## src/rtl/multdiv_pkg.sv

```systemverilog
// multdiv_pkg: shared op encoding, FSM states and default timeout for the mult/div sequencer
package multdiv_pkg;
  localparam logic MD_MULT = 1'b0;
  localparam logic MD_DIV = 1'b1;
  localparam int TIMEOUT_DEF = 40;
  typedef enum logic [1:0] {
    S_IDLE = 2'd0,
    S_ARM = 2'd1,
    S_START = 2'd2,
    S_WAIT = 2'd3
  } state_t;
endpackage

```

## src/rtl/multdiv_ctrl.sv

```systemverilog
// multdiv_ctrl: sequences one MULT/DIV request through the iterative units and writes HI/LO
module multdiv_ctrl
  import multdiv_pkg::*;
#(
  parameter int TIMEOUT = TIMEOUT_DEF,
  parameter int CNT_W = 6
) (
  input  logic        clk,
  input  logic        reset_n,
  input  logic        op_valid,
  output logic        op_ready,
  input  logic        op_is_div,
  input  logic [31:0] op_a,
  input  logic [31:0] op_b,
  output logic [31:0] unit_a,
  output logic [31:0] unit_b,
  output logic        mult_start,
  input  logic        mult_done,
  input  logic [31:0] mult_hi,
  input  logic [31:0] mult_lo,
  output logic        div_start,
  input  logic        div_done,
  input  logic        div_by_zero,
  input  logic [31:0] div_quot,
  input  logic [31:0] div_rem,
  output logic [31:0] hi,
  output logic [31:0] lo,
  output logic        busy,
  output logic        div0_exc,
  output logic        timeout_err
);
  state_t r_state, w_next;
  logic [31:0] r_a, r_b, r_hi, r_lo;
  logic [CNT_W-1:0] r_cnt;
  logic r_is_div, r_mult_start, r_div_start, r_div0, r_tout;
  logic w_accept, w_zero, w_qual, w_dbz, w_done, w_tout, w_wr, w_div0, w_tout_p;
  assign w_accept = op_valid && r_state == S_IDLE;
  assign w_zero = op_is_div == MD_DIV && op_b == 32'd0;
  assign w_qual = r_cnt != '0;
  assign w_dbz = w_qual && r_is_div == MD_DIV && div_by_zero;
  assign w_done = w_qual && (r_is_div == MD_DIV ? div_done : mult_done);
  assign w_tout = r_cnt == CNT_W'(TIMEOUT);
  // next state and one-cycle event decode; divide-by-zero beats done, done beats timeout
  always_comb begin
    w_next = r_state;
    w_wr = 1'b0;
    w_div0 = 1'b0;
    w_tout_p = 1'b0;
    case (r_state)
      S_IDLE: if (w_accept) begin
        w_div0 = w_zero;
        w_next = w_zero ? S_IDLE : S_ARM;
      end
      S_ARM: w_next = S_START;
      S_START: w_next = S_WAIT;
      S_WAIT: if (w_dbz) begin
        w_div0 = 1'b1;
        w_next = S_IDLE;
      end else if (w_done) begin
        w_wr = 1'b1;
        w_next = S_IDLE;
      end else if (w_tout) begin
        w_tout_p = 1'b1;
        w_next = S_IDLE;
      end
      default: w_next = S_IDLE;
    endcase
  end
  // state, operand latch, wait counter, registered pulses and HI/LO
  always_ff @(posedge clk or negedge reset_n) begin
    if (!reset_n) begin
      r_state <= S_IDLE;
      r_a <= '0;
      r_b <= '0;
      r_is_div <= MD_MULT;
      r_cnt <= '0;
      r_hi <= '0;
      r_lo <= '0;
      r_mult_start <= 1'b0;
      r_div_start <= 1'b0;
      r_div0 <= 1'b0;
      r_tout <= 1'b0;
    end else begin
      r_state <= w_next;
      if (w_accept) begin
        r_a <= op_a;
        r_b <= op_b;
        r_is_div <= op_is_div;
      end
      r_cnt <= r_state == S_START ? '0 : r_state == S_WAIT ? r_cnt + 1'b1 : r_cnt;
      r_mult_start <= r_state == S_ARM && r_is_div == MD_MULT;
      r_div_start <= r_state == S_ARM && r_is_div == MD_DIV;
      r_div0 <= w_div0;
      r_tout <= w_tout_p;
      if (w_wr) begin
        r_hi <= r_is_div == MD_DIV ? div_rem : mult_hi;
        r_lo <= r_is_div == MD_DIV ? div_quot : mult_lo;
      end
    end
  end
  assign op_ready = r_state == S_IDLE;
  assign busy = r_state != S_IDLE;
  assign unit_a = r_a;
  assign unit_b = r_b;
  assign mult_start = r_mult_start;
  assign div_start = r_div_start;
  assign hi = r_hi;
  assign lo = r_lo;
  assign div0_exc = r_div0;
  assign timeout_err = r_tout;
endmodule

```

## config.mk

```make
export PLATFORM = sky130hd
export DESIGN_NAME = multdiv_ctrl
export DESIGN_NICKNAME = d
export VERILOG_FILES = /design/src/rtl/multdiv_pkg.sv /design/src/rtl/multdiv_ctrl.sv
export SDC_FILE = /design/constraint.sdc
export NUM_CORES = 1
export LEC_CHECK = 0
export CORE_AREA = 2 2 191 99
export CTS_CLUSTER_DIAMETER = 60
export DETAILED_ROUTE_END_ITERATION = 7
export DIE_AREA = 0 0 193 101
export PLACE_DENSITY = 0.75
export SLEW_MARGIN = 40
export SYNTH_ARGS = -nofsm -noshare
export SYNTH_HDL_FRONTEND = slang
export SYNTH_SLANG_ARGS = --single-unit
```

## constraint.sdc

```tcl
create_clock -name clk -period 1.7 [get_ports clk]
set_input_delay 0.255 -clock clk [delete_from_list [all_inputs] [get_ports clk]]
set_output_delay 0.255 -clock clk [all_outputs]
set_load 0.03 [all_outputs]
```

# Word-level counts from Yosys, hierarchy flattened
# Index checks and enable logic that the tools add are counted.
[totals] ff_bits=141 in_bits=199 output_inout_bits=134 elab_cells=53
[classes] add_sub_neg=1 eq_ne=6 mux=21 bitwise_logic=1 n_reduce_logical=13
[ops] op="$mux 32" count=2
[ops] op="$logic_not 32->1" count=1
[ops] op="$mux 6" count=2
[ops] op="$mux 1" count=11
[ops] op="$mux 2" count=4
[ops] op="$pmux 2 s4" count=1
[ops] op="$logic_and 1x1->1" count=7
[ops] op="$add 6x1->6 const B" count=1
[ops] op="$eq 6x6->1 const B" count=1
[ops] op="$reduce_bool 6->1" count=1
[ops] op="$eq 2x2->1 const B" count=2
[ops] op="$ne 4x4->1 const B" count=1
[ops] op="$reduce_bool 2->1" count=2
[ops] op="$eq 2x1->1 const B" count=1
[ops] op="$logic_not 2->1" count=1
[ops] op="$ne 2x1->1 const B" count=1
[ops] op="$pmux 1 s2" count=1
[ops] op="$reduce_and 2->1" count=1
[ops] op="$not 1->1" count=1

# Longest topological paths before layout
# Gate-level depths: netlist of the first run.
[depth] ltp_word=5 depth_mapped=8 depth_no_buf=6

# Worst setup path after synthesis of the first run
# Ideal clock, no wire load.
[synth_timing] path_kind="flip-flop to flip-flop" from="register r_state[0]" to="register r_is_div" setup_time_ns=0.125 arrival_time_ns=1.783 required_ns=1.575 path_slack_ns=-0.208 stages_incl_launch_ff=7 path_buffers=2 synth_period_minus_slack_ns=1.908 cell_sequence="dfrtp_1 inv_1 ha_1 nand2_1 clkbuf_1 buf_2 mux2_2"
[synth_via] elab_chain_len=2
[synth_rtl] item="from (decl)" line="multdiv_ctrl.sv:32" text="state_t r_state, w_next;"
[synth_rtl] item="from (signal assigned)" line="multdiv_ctrl.sv:84" text="r_state <= w_next;"
[synth_rtl] item="$logic_not 2->1"
[synth_rtl] item="named net op_ready" line="multdiv_ctrl.sv:11" text="output logic op_ready,"
[synth_rtl] item="$logic_and 1x1->1" line="multdiv_ctrl.sv:37" text="assign w_accept = op_valid && r_state == S_IDLE;"
[synth_rtl] item="to (signal assigned)" line="multdiv_ctrl.sv:88" text="r_is_div <= op_is_div;"
[synth_rtl] item="to (decl)" line="multdiv_ctrl.sv:35" text="logic r_is_div, r_mult_start, r_div_start, r_div0, r_tout;"
# The timed path passes the listed nets, and every way through them passes these cells.
# A chain may end at the register's enable or synchronous reset.

# Worst setup path in the final report of the first run
[layout_timing] from="register r_cnt[0]" to="register r_state[0]"
[layout_via] elab_chain_len=5 word_cells_on_any_way=10 cone_classes="eq/ne: 2; mux: 3; reduce/logical: 5"
[layout_rtl] item="from (decl)" line="multdiv_ctrl.sv:34" text="logic [CNT_W-1:0] r_cnt;"
[layout_rtl] item="from (signal assigned)" line="multdiv_ctrl.sv:90" text="r_cnt <= r_state == S_START ? '0 : r_state == S_WAIT ? r_cnt + 1'b1 : r_cnt;"
[layout_rtl] item="$reduce_bool 6->1" line="multdiv_ctrl.sv:39" text="assign w_qual = r_cnt != '0;"
[layout_rtl] item="$logic_and 1x1->1, on equally long branches" line="multdiv_ctrl.sv:41, multdiv_ctrl.sv:40"
[layout_rtl] item="$mux 2 / $logic_and 1x1->1 (equally long branches)" line="multdiv_ctrl.sv:59, multdiv_ctrl.sv:40"
[layout_rtl] item="$mux 2 / $ne 4x4->1 (equally long branches)"
[layout_rtl] item="$pmux 2 s4 / $reduce_and 2->1 (equally long branches)"
# Several ways; a longest one is shown, not always the timed one.

==> results.py, run 1 <==
metrics = {
    "critical_path": {
        "critPathMaxFanout": 3,
        "cp.arrival_ns": 2.11,
        "slowest_stage": "dfrtp_1",
        "critPathCaptureType": "register",
        "critPathLaunchType": "register",
        "path_class": "reg2reg",
        "required_ns": 1.99,
        "crit_family": "compound AO/OA/AOI/OAI gates",
        "path_buf_inv": 1,
        "max_stage_delay_ns": 0.38,
        "crit_chain": "inv_1 -> ha_2 -> nor3b_4 -> a22oi_2 -> o311ai_4 -> mux2_4",
    },
    "synth": {
        "netlist_area_um2": 6140,
        "ys_ff_latch": 141,
        "syn_nets": 699,
        "synth_cell_types": 36,
        "synth.avg_cell_area_um2": 12.4,
        "synth_top_flop_cell": "dfrtp_1",
        "synth_edf_count": 0,
        "synth_cells": 494,
        "synth.top_cell.area_share": 0.575,
        "synth_warnings": 0,
        "async_flop_share": 1.00,
        "ys_seq_area_frac": 0.575,
        "yosysTopAreaCell": "dfrtp_1",
        "synth_area_leaders": "dfrtp_1 57%, mux2_2 12%, mux2i_1 11%, a21oi_1 4.6%, nor2_1 4.3%",
    },
    "final_layout": {
        "diodes": 0,
        "drive_above_1_share": 0.318,
        "fin_cells": 1127,
        "fin_nets": 1079,
        "area.growth.synth_to_final_pct": 89.5,
    },
    "route": {
        "first_pass_iters": 4,
        "first_iter_violations": 97,
        "antenna_left": 0,
        "vias_per_cell": 4.70,
        "route.detailed.drc": 0,
        "wl_per_cell_um": 17.7,
        "wl_um": 19900,
        "vias": 5295,
    },
    "die": {
        "rows": 35,
        "die_h_um": 101,
        "die_area_um2": 19500,
        "fp.dieW_um": 193,
        "core_area_um2": 18000,
        "start_util": 0.342,
        "io_pins": 333,
    },
    "power_and_ir_drop": {
        "powerDensity_nw_per_um2": 1890,
        "design_power_total_mw": 22.0,
        "vdd_drop_max_uv": 1060,
        "p_leak_nw": 5.19,
    },
    "place": {
        "dp_hpwl_um": 14100,
        "gp_congestion": 0.802,
        "numPortBuffers": 332,
        "place_ws_ns": -0.338,
        "dp_cells": 1077,
    },
    "timing": {
        "hold_ws_ns": 0.353,
        "worstMarginPinSlew_ns": 0.458,
        "finalClockSkew_ns": 0.00908,
        "fmax_ghz": 0.550,
        "setup_slack_ns": -0.119,
        "rsz0062_at_grt": "true",
        "setup_viol": 63,
        "finalCritPeriodShare": 1.07,
        "hold_viol_final": 0,
        "max_slew_margin": 0.695,
        "finalSetupTns_ns": -1.82,
        "finalCriticalPeriod_ns": 1.82,
        "maxSlewViolCount": 0,
    },
    "cts": {
        "cts.sinks": 141,
        "h-tree-depth": 4,
        "clk_latency_ns": 0.41,
        "cts_buffers": 17,
        "cts_tree": "done",
        "clkTransAtPathRegs_ns": 0.06,
        "root_buffer": "clkbuf_16",
        "clockBufferDepth": 2,
    },
    "global_routing": {
        "grt.total_usage": 0.188,
        "grt_pass1_vias": 5140,
        "grt_pass1_wl_um": 27700,
        "grt_busiest_layer": "met2",
        "grtUsageMet2": 0.290,
        "grt_max_degree": 49,
        "use_met3": 0.0686,
        "antenna_found_initial": 0,
        "grt_overflow_total": 0,
        "grt_use_met1": 0.251,
    },
    "status": {
        "violations": "setup timing",
        "status": "finished, violations left",
    },
    "run": {
        "cap_viol_max_count": 0,
    },
    "min_path": {
        "hp-class": "in2async",
    },
}
-- routing by layer --
layer | part of all wire | routed length [um]
met1 | 0.46 | 9110
met2 | 0.46 | 9200
met3 | 0.076 | 1510
met5 | 0 | 0
met4 | 0.0058 | 116
-- sequential cells by signal, summed over array words and instances, names as in the netlist --
register / flops
div0_exc: 1
mult_start: 1
unit_b: 32
unit_a: 32
r_cnt: 6
r_state: 2
lo: 32
r_is_div: 1
timeout_err: 1
hi: 32
div_start: 1
-- per-stage QoR --
step	area [um2]	utilization
6_report	11600	0.648
5_1_grt	11600	0.648
4_1_cts	10600	0.588
3_5_place_dp	10000	0.559
3_3_place_gp	10000	0.559
2_1_floorplan	6140	-
-- cells in the final DEF, fill, tap and decap left out, types with 3 or more instances in the layout --
| master | count |
|---|---|
| a21oi_1 | 15 |
| a21oi_2 | 50 |
| buf_12 | 14 |
| buf_4 | 28 |
| buf_6 | 4 |
| buf_8 | 4 |
| clkbuf_16 | 26 |
| clkdlybuf4s50_1 | 198 |
| clkinv_2 | 3 |
| clkinvlp_4 | 4 |
| dfrtp_1 | 140 |
| dlygate4sd2_1 | 103 |
| dlymetal6s2s_1 | 28 |
| ha_1 | 4 |
| inv_1 | 7 |
| mux2_2 | 65 |
| mux2i_1 | 65 |
| nand2_1 | 4 |
| nand4_1 | 4 |
| nor2_1 | 10 |
| nor2_2 | 3 |
| nor2_4 | 58 |
| nor4_1 | 5 |
| xor2_1 | 3 |
-- cells in the mapped netlist, drive strengths merged, types with 2 or more instances --
cell type / n
nor3: 2
a21oi: 67
nand4: 4
xor2: 3
clkbuf: 6
nand2: 5
o21ai: 2
nor4b: 2
dfrtp: 141
nor4: 5
ha: 6
nand2b: 2
nor2: 71
inv: 7
mux2: 67
mux2i: 65
buf: 24
-- cell families (layout without fill, tap and decap cells) --
group / Yosys count / count (layout) / synth area share
adder cells (fa/ha/maj): 6 / 6 / 0.0122
flip-flops: 141 / 141 / 0.575
buffers and inverters: 37 / 430 / 0.0328
AND/OR/NAND/NOR: 101 / 101 / 0.0760
XOR/XNOR: 4 / 4 / 0.00571
multiplexers: 132 / 132 / 0.229
AO/OA/AOI/OAI: 73 / 73 / 0.0697
-- what timing repair did --
item | CTS | global route
hold buffers | 1 | 0
hold endpoints to repair | 42 | 0
setup endpoints to repair | 158 | 93
buffers inserted | 1 | 6
pin swaps | 3 | 4
resized for setup | 113 | 219
gates cloned | 0 | 10
-- power by group --
part           switching (mW)  internal (mW)  total [mW]
clock network            1.48           2.24        3.72
logic                    6.76           5.32        12.1
registers                1.17           5.02        6.19
-- final timing paths --
| kind | from | end | slack, ns | cells after the start |
|---|---|---|---|---|
| min reg2reg | unit_a[31] | unit_a[31] | 0.50 | 1 |
| max in group asynchronous | reset_n | hi[18] | 0.76 | 3 |
| min | reset_n | unit_a[28] | 0.35 | 2 |
| min in group clk | op_a[28] | unit_a[28] | 0.45 | 2 |
| max | r_cnt[0] | r_state[0] | -0.12 | 6 |
| max reg2reg | r_cnt[0] | r_state[0] | -0.12 | 6 |
-- layout make-up --
type                            count  area [um2]
Fill cell                        1419        6320
Tap cell                          240         300
Timing Repair Buffer              391        4100
Clock inverter                     13         140
Inverter                            7        26.3
Sequential cell                   141        3530
Multi-Input combinational cell    316        3080
Clock buffer                       19         453
(Power assumes the default switching activity.)
==> inputs of run 2 (changes only) <==
--- a/config.mk
+++ b/config.mk
@@ -14,3 +14,4 @@
 export SYNTH_ARGS = -nofsm -noshare
 export SYNTH_HDL_FRONTEND = slang
 export SYNTH_SLANG_ARGS = --single-unit
+export TNS_END_PERCENT = 20
==> run 2 against run 1 <==
  * The flow still finishes with violations (setup timing)
  * Die area did not move
  * Final cell count fell by 0.62%
  * First-iteration DRC count grew 15%
  * Power shrank 4.3%
  * Critical path depth is the same
  * Critical endpoint unchanged
  * Flip-flop and latch count unchanged
  * Largest cell class unchanged
  * Clock skew about the same
==> results.py, run 2 (synthesis results as in run 1) <==
metrics = {
    "status": {
        "status": "finished, violations left",
        "violations": "setup timing",
    },
    "place": {
        "dp_hpwl_um": 14100,
        "numPortBuffers": 332,
        "gp_congestion": 0.802,
        "place_ws_ns": -0.338,
        "dp_cells": 1077,
    },
    "critical_path": {
        "r2r_start": "r_cnt[0]",
        "critPathCaptureType": "register",
        "critPathMaxFanout": 3,
        "cp.arrival_ns": 2.11,
        "required_ns": 1.99,
        "critPathLaunchType": "register",
        "path_class": "reg2reg",
        "critPathLaunch": "r_cnt[0]",
    },
    "timing": {
        "finalCriticalPeriod_ns": 1.82,
        "setup_viol": 54,
        "finalClockSkew_ns": 0.00860,
        "max_slew_margin": 0.693,
        "worstMarginPinSlew_ns": 0.460,
        "finalCritPeriodShare": 1.07,
        "hold_ws_ns": 0.354,
        "fmax_ghz": 0.549,
        "hold_viol_final": 0,
        "setup_slack_ns": -0.120,
        "rsz0062_at_grt": "true",
        "maxSlewViolCount": 0,
    },
    "power_and_ir_drop": {
        "design_power_total_mw": 21.0,
        "p_leak_nw": 5.08,
        "p_int_mw": 12.1,
        "powerDensity_nw_per_um2": 1890,
        "p_sw_frac": 0.423,
        "p_seq_frac": 0.284,
        "combinationalPowerShare": 0.540,
        "vdd_drop_max_uv": 1060,
        "clock_power_share": 0.176,
        "switchingPower_mw": 8.90,
    },
    "route": {
        "route.detailed.drc": 0,
        "wl_um": 19200,
        "vias": 5185,
        "vias_per_cell": 4.63,
        "first_pass_iters": 4,
        "wl_per_cell_um": 17.2,
        "antenna_left": 0,
        "first_iter_violations": 112,
    },
    "cts": {
        "cts_buffers": 17,
        "h-tree-depth": 4,
        "clockBufferDepth": 2,
        "clk_latency_ns": 0.41,
        "cts_tree": "done",
        "root_buffer": "clkbuf_16",
        "cts.sinks": 141,
        "clkTransAtPathRegs_ns": 0.06,
    },
    "global_routing": {
        "grt_pass1_vias": 5140,
        "antenna_found_initial": 0,
        "grt.total_usage": 0.188,
        "grt_max_degree": 49,
        "grt_pass1_wl_um": 27700,
        "grt_overflow_total": 0,
    },
    "final_layout": {
        "area.growth.synth_to_final_pct": 81.6,
        "fin_cells": 1120,
        "layout_common_cells": "198 x clkdlybuf4s50_1, 140 x dfrtp_1, 103 x dlygate4sd2_1",
        "final_common_cell": "clkdlybuf4s50_1",
        "register_area_um2": 3530,
        "multi_input_area_um2": 2730,
        "fillerInstances": 1480,
        "fin_nets": 1072,
        "drive_above_1_share": 0.259,
        "diodes": 0,
    },
    "die": {
        "io_pins": 333,
        "die_h_um": 101,
        "fp.dieW_um": 193,
        "start_util": 0.342,
        "core_area_um2": 18000,
        "die_area_um2": 19500,
        "rows": 35,
    },
    "run": {
        "cap_viol_max_count": 0,
    },
    "min_path": {
        "hp-class": "in2async",
    },
}
run 2: cell count changes in the layout (fill, tap and decap cells not counted), sizes merged:
cell / change
clkbuf: -2
buf: -6
clkdlybuf4s15: +1
run 2: power groups by stage:
stage / sequential, mW / clock [mW] / combinational [mW]
after floorplan: 9.02 / 0 / 3.39
after global placement: 5.82 / 0 / 11.5
after detailed placement: 5.90 / 0 / 11.6
after CTS: 5.82 / 3.80 / 10.9
after global routing: 6.19 / 3.96 / 12.0
final: 5.97 / 3.71 / 11.4
run 2: worst max-delay path: stages, from the launching register on:
cell and delay, ns:
dfrtp_1 0.38, inv_1 0.06, ha_2 0.17, nor3b_4 0.29, a22oi_2 0.16, o311ai_4 0.31
mux2_4 0.33
run 2: path summary, 6_finish.rpt:
kind                              endpoint  slack (ns)  depth (start not counted)
worst max-delay path            r_state[0]       -0.12                          6
worst min-delay path            unit_a[28]        0.35                          2
worst max register to register  r_state[0]       -0.12                          6
worst min register to register  unit_a[31]        0.50                          1
max in group asynchronous           hi[31]        0.76                          3
min in group clk                unit_a[28]        0.45                          2
run 2: routing by layer:
layer,track usage,share of wire,vias up
li1,-,-,2482
met1,0.251,0.47,2517
met2,0.290,0.45,174
met3,0.0686,0.079,12
met4,0.0443,0.0073,0
met5,0,0,-
run 2: metrics by stage:
stage | setup TNS (ns) | instance area, um2 | utilization
floorplan | 0 | 6140 | -
global placement | -7.72 | 10000 | 0.559
detailed placement | -10.34 | 10000 | 0.559
CTS | -0.201 | 10600 | 0.588
global route | -7.57 | 11100 | 0.621
finish | -1.41 | 11100 | 0.621
run 2: what timing repair did:
action	CTS	global route
resized for setup	113	120
buffers inserted	1	2
cloned	0	7
hold buffers	1	0
hold endpoints to repair	42	0
pin swaps	3	4
endpoints found under the setup margin	158	93
run 2: layout make-up:
type,count,area share
Timing Repair Buffer,384,0.356
Sequential cell,141,0.317
Multi-Input combinational cell,316,0.245
Clock buffer,19,0.0406
Tap cell,240,0.0269
Clock inverter,13,0.0126
Inverter,7,0.00236
